File: config.mk
export PLATFORM = sky130hd
export DESIGN_NAME = mouse_cursor_tracker
export DESIGN_NICKNAME = d
export VERILOG_FILES = /design/src/rtl/mouse_cursor_tracker.sv
export SDC_FILE = /design/constraint.sdc
export NUM_CORES = 1
export LEC_CHECK = 0
export CAP_MARGIN = 20
export CORE_MARGIN = 5
export CORE_UTILIZATION = 50
export CTS_CLUSTER_SIZE = 14
export DETAILED_ROUTE_END_ITERATION = 10
export PLACE_DENSITY = 0.72
export SETUP_SLACK_MARGIN = 0.15
export SLEW_MARGIN = 10
export SYNTH_ARGS = -nofsm -noshare
export SYNTH_HDL_FRONTEND = slang
export SYNTH_SLANG_ARGS = --single-unit
File: constraint.sdc
create_clock -name clk -period 6.2 [get_ports clk]
set_clock_uncertainty 0.15 [all_clocks]
set_input_delay 1.24 -clock clk [delete_from_list [all_inputs] [get_ports clk]]
set_output_delay 1.24 -clock clk [all_outputs]
set_load 0.02 [all_outputs]
File: src/rtl/mouse_cursor_tracker.sv
// Turns the PS/2 mouse core's wrapping counters into a screen-clamped cursor, a saturating wheel and button events.
// Build option: define MOUSE_ACCEL_EN to double X/Y deltas whose magnitude reaches ACCEL_THRESH.
module mouse_cursor_tracker #(
    parameter int unsigned C_BITS       = 11,
    parameter int unsigned SCREEN_W     = 640,
    parameter int unsigned SCREEN_H     = 480,
    parameter int unsigned INVERT_Y     = 1,
    parameter int unsigned ACCEL_THRESH = 8
) (
    input  logic              clk,
    input  logic              reset,
    input  logic [C_BITS-1:0] mouse_x,
    input  logic [C_BITS-1:0] mouse_y,
    input  logic [C_BITS-1:0] mouse_z,
    input  logic [2:0]        mouse_btn,
    input  logic              center,
    output logic [10:0]       cursor_x,
    output logic [10:0]       cursor_y,
    output logic [7:0]        wheel_pos,
    output logic [2:0]        btn_down,
    output logic [2:0]        btn_press,
    output logic [2:0]        btn_release,
    output logic              update
);

    localparam int unsigned ACC_W = C_BITS + 2;

    localparam logic [0:0] ST_INIT  = 1'b0;
    localparam logic [0:0] ST_TRACK = 1'b1;

`ifdef MOUSE_ACCEL_EN
    localparam logic ACCEL_EN = 1'b1;
`else
    localparam logic ACCEL_EN = 1'b0;
`endif

    localparam logic [10:0]             CX_HOME   = 11'(SCREEN_W / 2);
    localparam logic [10:0]             CY_HOME   = 11'(SCREEN_H / 2);
    localparam logic signed [ACC_W-1:0] X_MAX     = ACC_W'(SCREEN_W - 1);
    localparam logic signed [ACC_W-1:0] Y_MAX     = ACC_W'(SCREEN_H - 1);
    localparam logic signed [ACC_W-1:0] W_MIN     = ACC_W'(-128);
    localparam logic signed [ACC_W-1:0] W_MAX     = ACC_W'(127);
    localparam logic signed [ACC_W-1:0] ACCEL_LIM = ACC_W'(ACCEL_THRESH);

    // Counter differences are taken modulo 2^C_BITS and read as signed.
    function automatic logic signed [ACC_W-1:0] sext_delta(input logic [C_BITS-1:0] d);
        return {{2{d[C_BITS-1]}}, d};
    endfunction

    function automatic logic signed [ACC_W-1:0] scale_delta(input logic [C_BITS-1:0] d);
        logic signed [ACC_W-1:0] v;
        logic signed [ACC_W-1:0] mag;
        v   = sext_delta(d);
        mag = v[ACC_W-1] ? -v : v;
        if (ACCEL_EN && (mag >= ACCEL_LIM)) begin
            v = v <<< 1;
        end
        return v;
    endfunction

    function automatic logic [10:0] clamp_axis(input logic signed [ACC_W-1:0] v,
                                               input logic signed [ACC_W-1:0] vmax);
        if (v[ACC_W-1]) begin
            return 11'd0;
        end
        if (v > vmax) begin
            return 11'(vmax);
        end
        return 11'(v);
    endfunction

    logic [0:0]        state_q, state_d;
    logic [C_BITS-1:0] prev_x_q, prev_x_d;
    logic [C_BITS-1:0] prev_y_q, prev_y_d;
    logic [C_BITS-1:0] prev_z_q, prev_z_d;
    logic [2:0]        prev_btn_q, prev_btn_d;

    logic              s1_valid_q, s1_valid_d;
    logic [C_BITS-1:0] s1_dx_q, s1_dx_d;
    logic [C_BITS-1:0] s1_dy_q, s1_dy_d;
    logic [C_BITS-1:0] s1_dz_q, s1_dz_d;
    logic [2:0]        s1_btn_q, s1_btn_d;
    logic [2:0]        s1_press_q, s1_press_d;
    logic [2:0]        s1_rel_q, s1_rel_d;
    logic              s1_center_q, s1_center_d;

    logic [10:0]       cursor_x_q, cursor_x_d;
    logic [10:0]       cursor_y_q, cursor_y_d;
    logic signed [7:0] wheel_q, wheel_d;
    logic [2:0]        btn_down_q, btn_down_d;
    logic [2:0]        btn_press_q, btn_press_d;
    logic [2:0]        btn_release_q, btn_release_d;
    logic              update_q, update_d;

    logic signed [ACC_W-1:0] sum_x;
    logic signed [ACC_W-1:0] sum_y;
    logic signed [ACC_W-1:0] sum_w;
    logic [10:0]             nx;
    logic [10:0]             ny;
    logic signed [7:0]       nw;

    // FSM and stage 1: baseline capture, then per-cycle deltas and button edges.
    always_comb begin
        state_d     = state_q;
        prev_x_d    = mouse_x;
        prev_y_d    = mouse_y;
        prev_z_d    = mouse_z;
        prev_btn_d  = mouse_btn;
        s1_valid_d  = 1'b0;
        s1_dx_d     = '0;
        s1_dy_d     = '0;
        s1_dz_d     = '0;
        s1_btn_d    = '0;
        s1_press_d  = '0;
        s1_rel_d    = '0;
        s1_center_d = 1'b0;
        case (state_q)
            ST_INIT: begin
                state_d = ST_TRACK;
            end
            ST_TRACK: begin
                s1_valid_d  = 1'b1;
                s1_dx_d     = mouse_x - prev_x_q;
                s1_dy_d     = mouse_y - prev_y_q;
                s1_dz_d     = mouse_z - prev_z_q;
                s1_btn_d    = mouse_btn;
                s1_press_d  = mouse_btn & ~prev_btn_q;
                s1_rel_d    = ~mouse_btn & prev_btn_q;
                s1_center_d = center;
            end
            default: begin
                state_d = ST_INIT;
            end
        endcase
    end

    // Stage 2: apply deltas with clamping/saturation and flag any visible change.
    always_comb begin
        sum_x = ACC_W'(cursor_x_q) + scale_delta(s1_dx_q);
        if (INVERT_Y != 0) begin
            sum_y = ACC_W'(cursor_y_q) - scale_delta(s1_dy_q);
        end else begin
            sum_y = ACC_W'(cursor_y_q) + scale_delta(s1_dy_q);
        end
        sum_w = {{(ACC_W-8){wheel_q[7]}}, wheel_q} + sext_delta(s1_dz_q);

        nx = s1_center_q ? CX_HOME : clamp_axis(sum_x, X_MAX);
        ny = s1_center_q ? CY_HOME : clamp_axis(sum_y, Y_MAX);
        if (sum_w < W_MIN) begin
            nw = 8'(W_MIN);
        end else if (sum_w > W_MAX) begin
            nw = 8'(W_MAX);
        end else begin
            nw = 8'(sum_w);
        end

        cursor_x_d    = cursor_x_q;
        cursor_y_d    = cursor_y_q;
        wheel_d       = wheel_q;
        btn_down_d    = btn_down_q;
        btn_press_d   = '0;
        btn_release_d = '0;
        update_d      = 1'b0;
        if (s1_valid_q) begin
            cursor_x_d    = nx;
            cursor_y_d    = ny;
            wheel_d       = nw;
            btn_down_d    = s1_btn_q;
            btn_press_d   = s1_press_q;
            btn_release_d = s1_rel_q;
            update_d      = (nx != cursor_x_q) || (ny != cursor_y_q) || (nw != wheel_q) ||
                            (|s1_press_q) || (|s1_rel_q) || s1_center_q;
        end
    end

    always_ff @(posedge clk) begin
        if (reset) begin
            state_q       <= ST_INIT;
            prev_x_q      <= '0;
            prev_y_q      <= '0;
            prev_z_q      <= '0;
            prev_btn_q    <= '0;
            s1_valid_q    <= 1'b0;
            s1_dx_q       <= '0;
            s1_dy_q       <= '0;
            s1_dz_q       <= '0;
            s1_btn_q      <= '0;
            s1_press_q    <= '0;
            s1_rel_q      <= '0;
            s1_center_q   <= 1'b0;
            cursor_x_q    <= CX_HOME;
            cursor_y_q    <= CY_HOME;
            wheel_q       <= '0;
            btn_down_q    <= '0;
            btn_press_q   <= '0;
            btn_release_q <= '0;
            update_q      <= 1'b0;
        end else begin
            state_q       <= state_d;
            prev_x_q      <= prev_x_d;
            prev_y_q      <= prev_y_d;
            prev_z_q      <= prev_z_d;
            prev_btn_q    <= prev_btn_d;
            s1_valid_q    <= s1_valid_d;
            s1_dx_q       <= s1_dx_d;
            s1_dy_q       <= s1_dy_d;
            s1_dz_q       <= s1_dz_d;
            s1_btn_q      <= s1_btn_d;
            s1_press_q    <= s1_press_d;
            s1_rel_q      <= s1_rel_d;
            s1_center_q   <= s1_center_d;
            cursor_x_q    <= cursor_x_d;
            cursor_y_q    <= cursor_y_d;
            wheel_q       <= wheel_d;
            btn_down_q    <= btn_down_d;
            btn_press_q   <= btn_press_d;
            btn_release_q <= btn_release_d;
            update_q      <= update_d;
        end
    end

    assign cursor_x    = cursor_x_q;
    assign cursor_y    = cursor_y_q;
    assign wheel_pos   = wheel_q;
    assign btn_down    = btn_down_q;
    assign btn_press   = btn_press_q;
    assign btn_release = btn_release_q;
    assign update      = update_q;

endmodule

[Yosys cells after proc, flatten, opt, wreduce, memory -nomap -nowiden]
Index checks and enable logic that the tools add are counted.
Operators by class
  add/sub/neg operators: 6
  magnitude comparators: 4
  equal/unequal tests: 3
  multiplexer cells: 20
  bitwise gates (word level): 6
  reduce and logical (&&, ||, !) cells: 9
Operator list (number)
  $mux 11: 10
  $sub 11x11->11: 3
  $ne 11x11->1: 2
  $mux 8: 2
  $add 12x11->13: 1
  $gt 13x10->1 const B: 1
  $gt 13x11->1 const B: 1
  $sub 12x11->13: 1
  $add 8x11->12: 1
  $gt 12x8->1 const B: 1
  $lt 12x8->1 const B: 1
  $mux 1: 8
  $ne 8x8->1: 1
  $and 3x3->3: 2
  $not 3->3: 2
  $reduce_or 3->1: 2
  $logic_or 1x1->1: 5
  $reduce_or 2->1: 2
  $not 1->1: 2
Word-level totals
  register bits: 121
  output and inout bits: 40
  word-level logic and storage cells: 68

[Depth between registers and ports, before layout]
  depth in word-level cells: 13
  mapped depth: 15
  gate-level depth less buffers: 13

[Worst setup path before layout]
No wires, ideal clock.
  kind: flip-flop to flip-flop
  start: register wheel_q[0] (netlist: wheel_pos[0])
  end: register update_q (netlist: update)
  setup time: 0.129 ns
  data arrival time: 3.324 ns
  required time: 5.921 ns
  slack: 2.597 ns
  cell stages (with the launch flop): 15
  buffers on the path: 1
  period minus slack after synthesis: 3.603 ns
  path through: dfxtp_1 -> ha_1 -> inv_1 -> fa_1 -> nor2b_1 -> o2111ai_1 -> a2111oi_0 -> nand4b_1 -> a41o_2 -> clkbuf_1 -> nand3_1 -> a31o_2 -> a2bb2o_2 -> nor4_2 -> a31oi_1
On the way
  longest elaborated chain between the ends: 9
RTL lines
  start: declaration: RTL line 89  | logic signed [7:0] wheel_q, wheel_d;
  start signal: assignment: RTL line 214  | wheel_q <= wheel_d;
  $add 8x11->12: RTL line 145  | sum_w = {{(ACC_W-8){wheel_q[7]}}, wheel_q} + sext_delta(s1_dz_q);
  $gt 12x8->1: RTL line 151  | end else if (sum_w > W_MAX) begin
  $mux 8: RTL line 151
  $mux 8: RTL line 149  | if (sum_w < W_MIN) begin
  $ne 8x8->1 (*): RTL line 171  | update_d = (nx != cursor_x_q) || (ny != cursor_y_q) || (nw != wheel_q) ||
  $logic_or 1x1->1 (*) (2 in series): RTL line 171
  $logic_or 1x1->1 (*) (2 in series): RTL line 172  | (|s1_press_q) || (|s1_rel_q) || s1_center_q;
  end signal: assignment: RTL line 218  | update_q <= update_d;
  end: declaration: RTL line 93  | logic update_q, update_d;
Every way passes the cells marked *; elsewhere a longest branch is shown, timed or not.
A chain may end at the register's enable or synchronous reset.

[Worst setup path after layout]
  start: register cursor_y_q[0] (netlist: cursor_y[0])
  end: register update_q (netlist: update)
On the way
  longest elaborated chain between the ends: 13
RTL lines
  start: declaration: RTL line 88  | logic [10:0] cursor_y_q, cursor_y_d;
  start signal: assignment: RTL line 213  | cursor_y_q <= cursor_y_d;
  $sub 12x11->13: RTL line 141  | sum_y = ACC_W'(cursor_y_q) - scale_delta(s1_dy_q);
  $gt 13x10->1: RTL line 66  | if (v > vmax) begin
  $mux 1 (2 in series): RTL line 66
  $mux 11: RTL line 69  | return 11'(v);
  $mux 11: RTL line 66
  $mux 11: RTL line 148  | ny = s1_center_q ? CY_HOME : clamp_axis(sum_y, Y_MAX);
  $ne 11x11->1 (*): RTL line 171
  $logic_or 1x1->1 (*) (3 in series): RTL line 171
  $logic_or 1x1->1 (*) (2 in series): RTL line 172
Every way passes the cells marked *; elsewhere a longest branch is shown, timed or not. The select of a mux whose other input is x is not followed.

==> flow_summary_export.csv <==
group,metric,value,unit
power,powerDensity,288,nW/um2
sta,hold_viol_final,0,
place,dpl.cell_count,1126,
yosys,netlist_instances,882,
sta,fmax,249,MHz
finish,stdcell_count,1158,
power,pwr-share-clk,0.391,
yosys,synth_warnings,0,
yosys,syn_area,7280,um2
grt,grt_pass1_wl,28.5,mm
routing,wl_per_cell,14.7,um
clock_network,htree_levels,4,
critical_path,path_max_fanout,9,
power,pwr-share-comb,0.267,
clock_network,root_buffer,"clkbuf_16",
finish,fin_util,0.612,
power,pwr-share-seq,0.343,
power,design_power_total,2.54,mW
min_path,min_to,"s1_press_q[0]$_SDFF_PP0_",
yosys,syn-num-nets,992,
yosys,async_flop_share,0,
floorplanning,die-area,17100,um2
critical_path,end_kind,"flop",
place,numPortBuffers,78,
floorplanning,initial_core_util,0.505,
clock_network,cts_buffers,17,
sta,tns,0,ns
grt,grt-ovfl-total,0,
yosys,yosysTopAreaCellShare,0.333,
grt,grt_pass1_vias,5981,
clock_network,clk_latency,0.43,ns
power,switching_share,0.323,
yosys,postSynthAreaPerCell,8.25,um2
finish,antenna_cells,0,
clock_network,max-clock-path-buffers,2,
floorplanning,core_area,14400,um2
place,place_congestion,0.825,
yosys,synth-seq-cells,121,
routing,drtPass1Iterations,5,
clock_network,cts_resized,0,
floorplanning,ios,79,
finish,nFillCells,1308,
sta,maxSlewViolCount,0,
clock_network,cts_tree,"yes",
finish,synthToLayoutAreaGrowth,21.2,%
routing,drt_iter0_drc,405,
critical_path,cp.buffers_inverters,1,
critical_path,path_delay_family,"compound AO/OA/AOI/OAI gates",
critical_path,regToRegSetupSlack,2.19,ns
yosys,yosys.cell_types.count,71,
sta,worstMarginPinSlew,1.04,ns
critical_path,cp_slowest_cell,"a211oi_1",
grt,grt_max_degree,51,
yosys,synth_edf_count,0,
clock_network,clkTransAtPathRegs,0.06,ns
routing,vias_per_cell,5.50,
critical_path,crit_type,"reg2reg",
routing,vias,6368,
flow_run,maxCapViolCount,0,
power,p_leak,3.71,nW
critical_path,reg2reg_from,"cursor_y[0]$_SDFFE_PP0P_",
finish,drive_gt1_frac,0.0565,
power,cellInternalPower,1.72,mW
sta,slew_headroom,0.302,
yosys,ys_top_cells_by_area,"dfxtp_1 33%, ha_1 11%, inv_1 4.6%",
floorplanning,rows,44,
yosys,ys_seq_area_frac,0.333,
grt,track_usage,0.208,
routing,wl,17.0,mm
sta,min_period,4.01,ns
critical_path,startpoint_type,"flop",
clock_network,cts.sinks,121,
floorplanning,fp.dieW,131,um
critical_path,worstPathArrival,4.13,ns
critical_path,cpMostUsedCell,"a21oi_1",
critical_path,path_cells,"inv_1, ha_1, fa_1, nand2b_1, a21oi_1, o2111ai_1, a211oi_1, a21oi_1, xnor2_1, a2111o_1, a2111oi_2, a31oi_1",
power,p_switching,0.823,mW
yosys,yosysTopAreaCell,"dfxtp_1",
grt,antenna_found_initial,0,
min_path,min_path_cells,1,
finish,finish.net_count,1071,
critical_path,worstPathRequired,6.32,ns
clock_network,postCtsSetupBuffers,0,
critical_path,max_stage_delay,0.81,ns
floorplanning,die_h,131,um
routing,post-route-drc-count,0,
sta,setup_viol,0,
place,dp_hpwl,12.8,mm
critical_path,r2r_end,"update$_SDFF_PP0_",
min_path,min_from,"prev_btn_q[0]$_SDFF_PP0_",
sta,period_share,0.647,
yosys,ys.flop_type,"dfxtp_1",
power,ir_worst_vdd,0.000194,V
routing,postRouteAntennaNets,0,
min_path,min_path_type,"reg2reg",
sta,rsz0062_at_grt,"no",
status,outcome,"completed",
clock_network,cts_hold_buf,0,
critical_path,worstRegToRegCells,12,
layout make-up:
class | instances | area, um2 | area share
well taps | 184 | 230 | 0.0261
multi-input cells | 649 | 4430 | 0.502
flip-flops and latches | 121 | 2420 | 0.275
repair buffers | 83 | 813 | 0.0922
inverters | 89 | 334 | 0.0379
clock buffers | 18 | 429 | 0.0486
clock inverters | 14 | 161 | 0.0183
routing by layer:
metal / global-route usage / routed length, um
met5: 0 / 0
met1: 0.287 / 8340
met2: 0.328 / 7650
met4: 0.0569 / 181
met3: 0.0480 / 821
stage by stage:
| step | hold WS [ns] | setup slack [ns] | instance area (um2) |
|---|---|---|---|
| after floorplan | 0.233 | 2.60 | 7280 |
| after global placement | 0.239 | 1.97 | 8230 |
| after detailed placement | 0.244 | 1.87 | 8230 |
| after CTS | 0.257 | 2.22 | 8820 |
| after global routing | 0.272 | 1.90 | 8820 |
| final | 0.255 | 2.19 | 8820 |
worst reg2reg max path, cell delays in order, from the launching register on:
cell       delay, ns
dfxtp_1         0.39
inv_1           0.08
ha_1            0.23
fa_1            0.41
nand2b_1        0.21
a21oi_1         0.21
o2111ai_1       0.24
a211oi_1        0.81
a21oi_1         0.17
xnor2_1         0.19
a2111o_1        0.38
a2111oi_2       0.22
a31oi_1         0.17
power by group through the flow:
stage	sequential, mW	combinational [mW]	clock (mW)
final	0.872	0.678	0.994
after global routing	0.878	0.762	1.04
after CTS	0.872	0.675	1.01
after detailed placement	0.888	0.668	0
after global placement	0.888	0.663	0
after floorplan	0.893	0.480	0
cells in the final DEF (no fill, tap or decap), types with 17 or more instances in the layout:
cell | netlist | routed
inv_1 | 89 | 89
clkdlybuf4s50_1 | 0 | 77
nand2_1 | 62 | 62
nor3_1 | 36 | 36
o21ai_0 | 49 | 49
nor2_1 | 70 | 70
ha_1 | 65 | 65
clkbuf_16 | 0 | 17
a21oi_1 | 52 | 52
dfxtp_1 | 121 | 121
xnor2_1 | 17 | 17
nor2b_1 | 51 | 51
cell usage after synthesis (3+ instances only):
cell / number
buf_2: 3
nor2b_1: 51
o2111ai_1: 5
inv_1: 89
nor3b_1: 10
o21a_1: 10
a211oi_1: 7
a21o_1: 15
o21bai_1: 5
xnor2_1: 17
a21boi_0: 16
nand3_1: 14
mux2i_1: 7
and3_1: 8
a21oi_1: 52
a211o_1: 5
nor3_1: 36
a31oi_1: 8
and4_1: 4
o31a_1: 3
a22o_1: 4
o31ai_1: 3
nor4_1: 4
nand2_1: 62
or2_2: 4
o211ai_1: 6
nand4_1: 13
o21ai_0: 49
xor2_1: 12
dfxtp_1: 121
clkbuf_1: 16
ha_1: 65
nor2_1: 70
fa_1: 6
buf_1: 3
nand2b_1: 15
and2_1: 16
o221ai_1: 3
flip-flops by register name (all words and copies together), names as in the netlist, 8 cells and up:
signal	cells
cursor_x	11
cursor_y	11
prev_x_q	11
prev_y_q	11
prev_z_q	11
s1_dx_q	11
s1_dy_q	11
s1_dz_q	11
wheel_pos	8
worst max-delay path by stage:
stage	from	end	slack (ns)	cells past startpoint
2_1_floorplan	wheel_pos[0]$_SDFFE_PP0P_	update$_SDFF_PP0_	2.60	14
3_5_place_dp	mouse_y[0]	s1_dy_q[10]$_SDFF_PP0_	1.87	14
5_1_grt	mouse_z[0]	s1_dz_q[10]$_SDFF_PP0_	1.90	14
4_1_cts	cursor_y[0]$_SDFFE_PP0P_	update$_SDFF_PP0_	2.22	12
3_3_place_gp	mouse_y[0]	s1_dy_q[10]$_SDFF_PP0_	1.97	14
6_report	cursor_y[0]$_SDFFE_PP0P_	update$_SDFF_PP0_	2.19	12
kinds of logic (layout without fill, tap and decap cells):
group                    count (synthesis)  after routing  synth area share
buffers and inverters                  112            204            0.0593
multiplexers                             9              9            0.0127
XOR/XNOR                                29             29            0.0349
AO/OA/AOI/OAI                          221            221             0.203
adder cells (fa/ha/maj)                 71             71             0.128
AND/OR/NAND/NOR                        319            319             0.229
flip-flops                             121            121             0.333
Note: power is estimated with default switching activity, not from simulation.
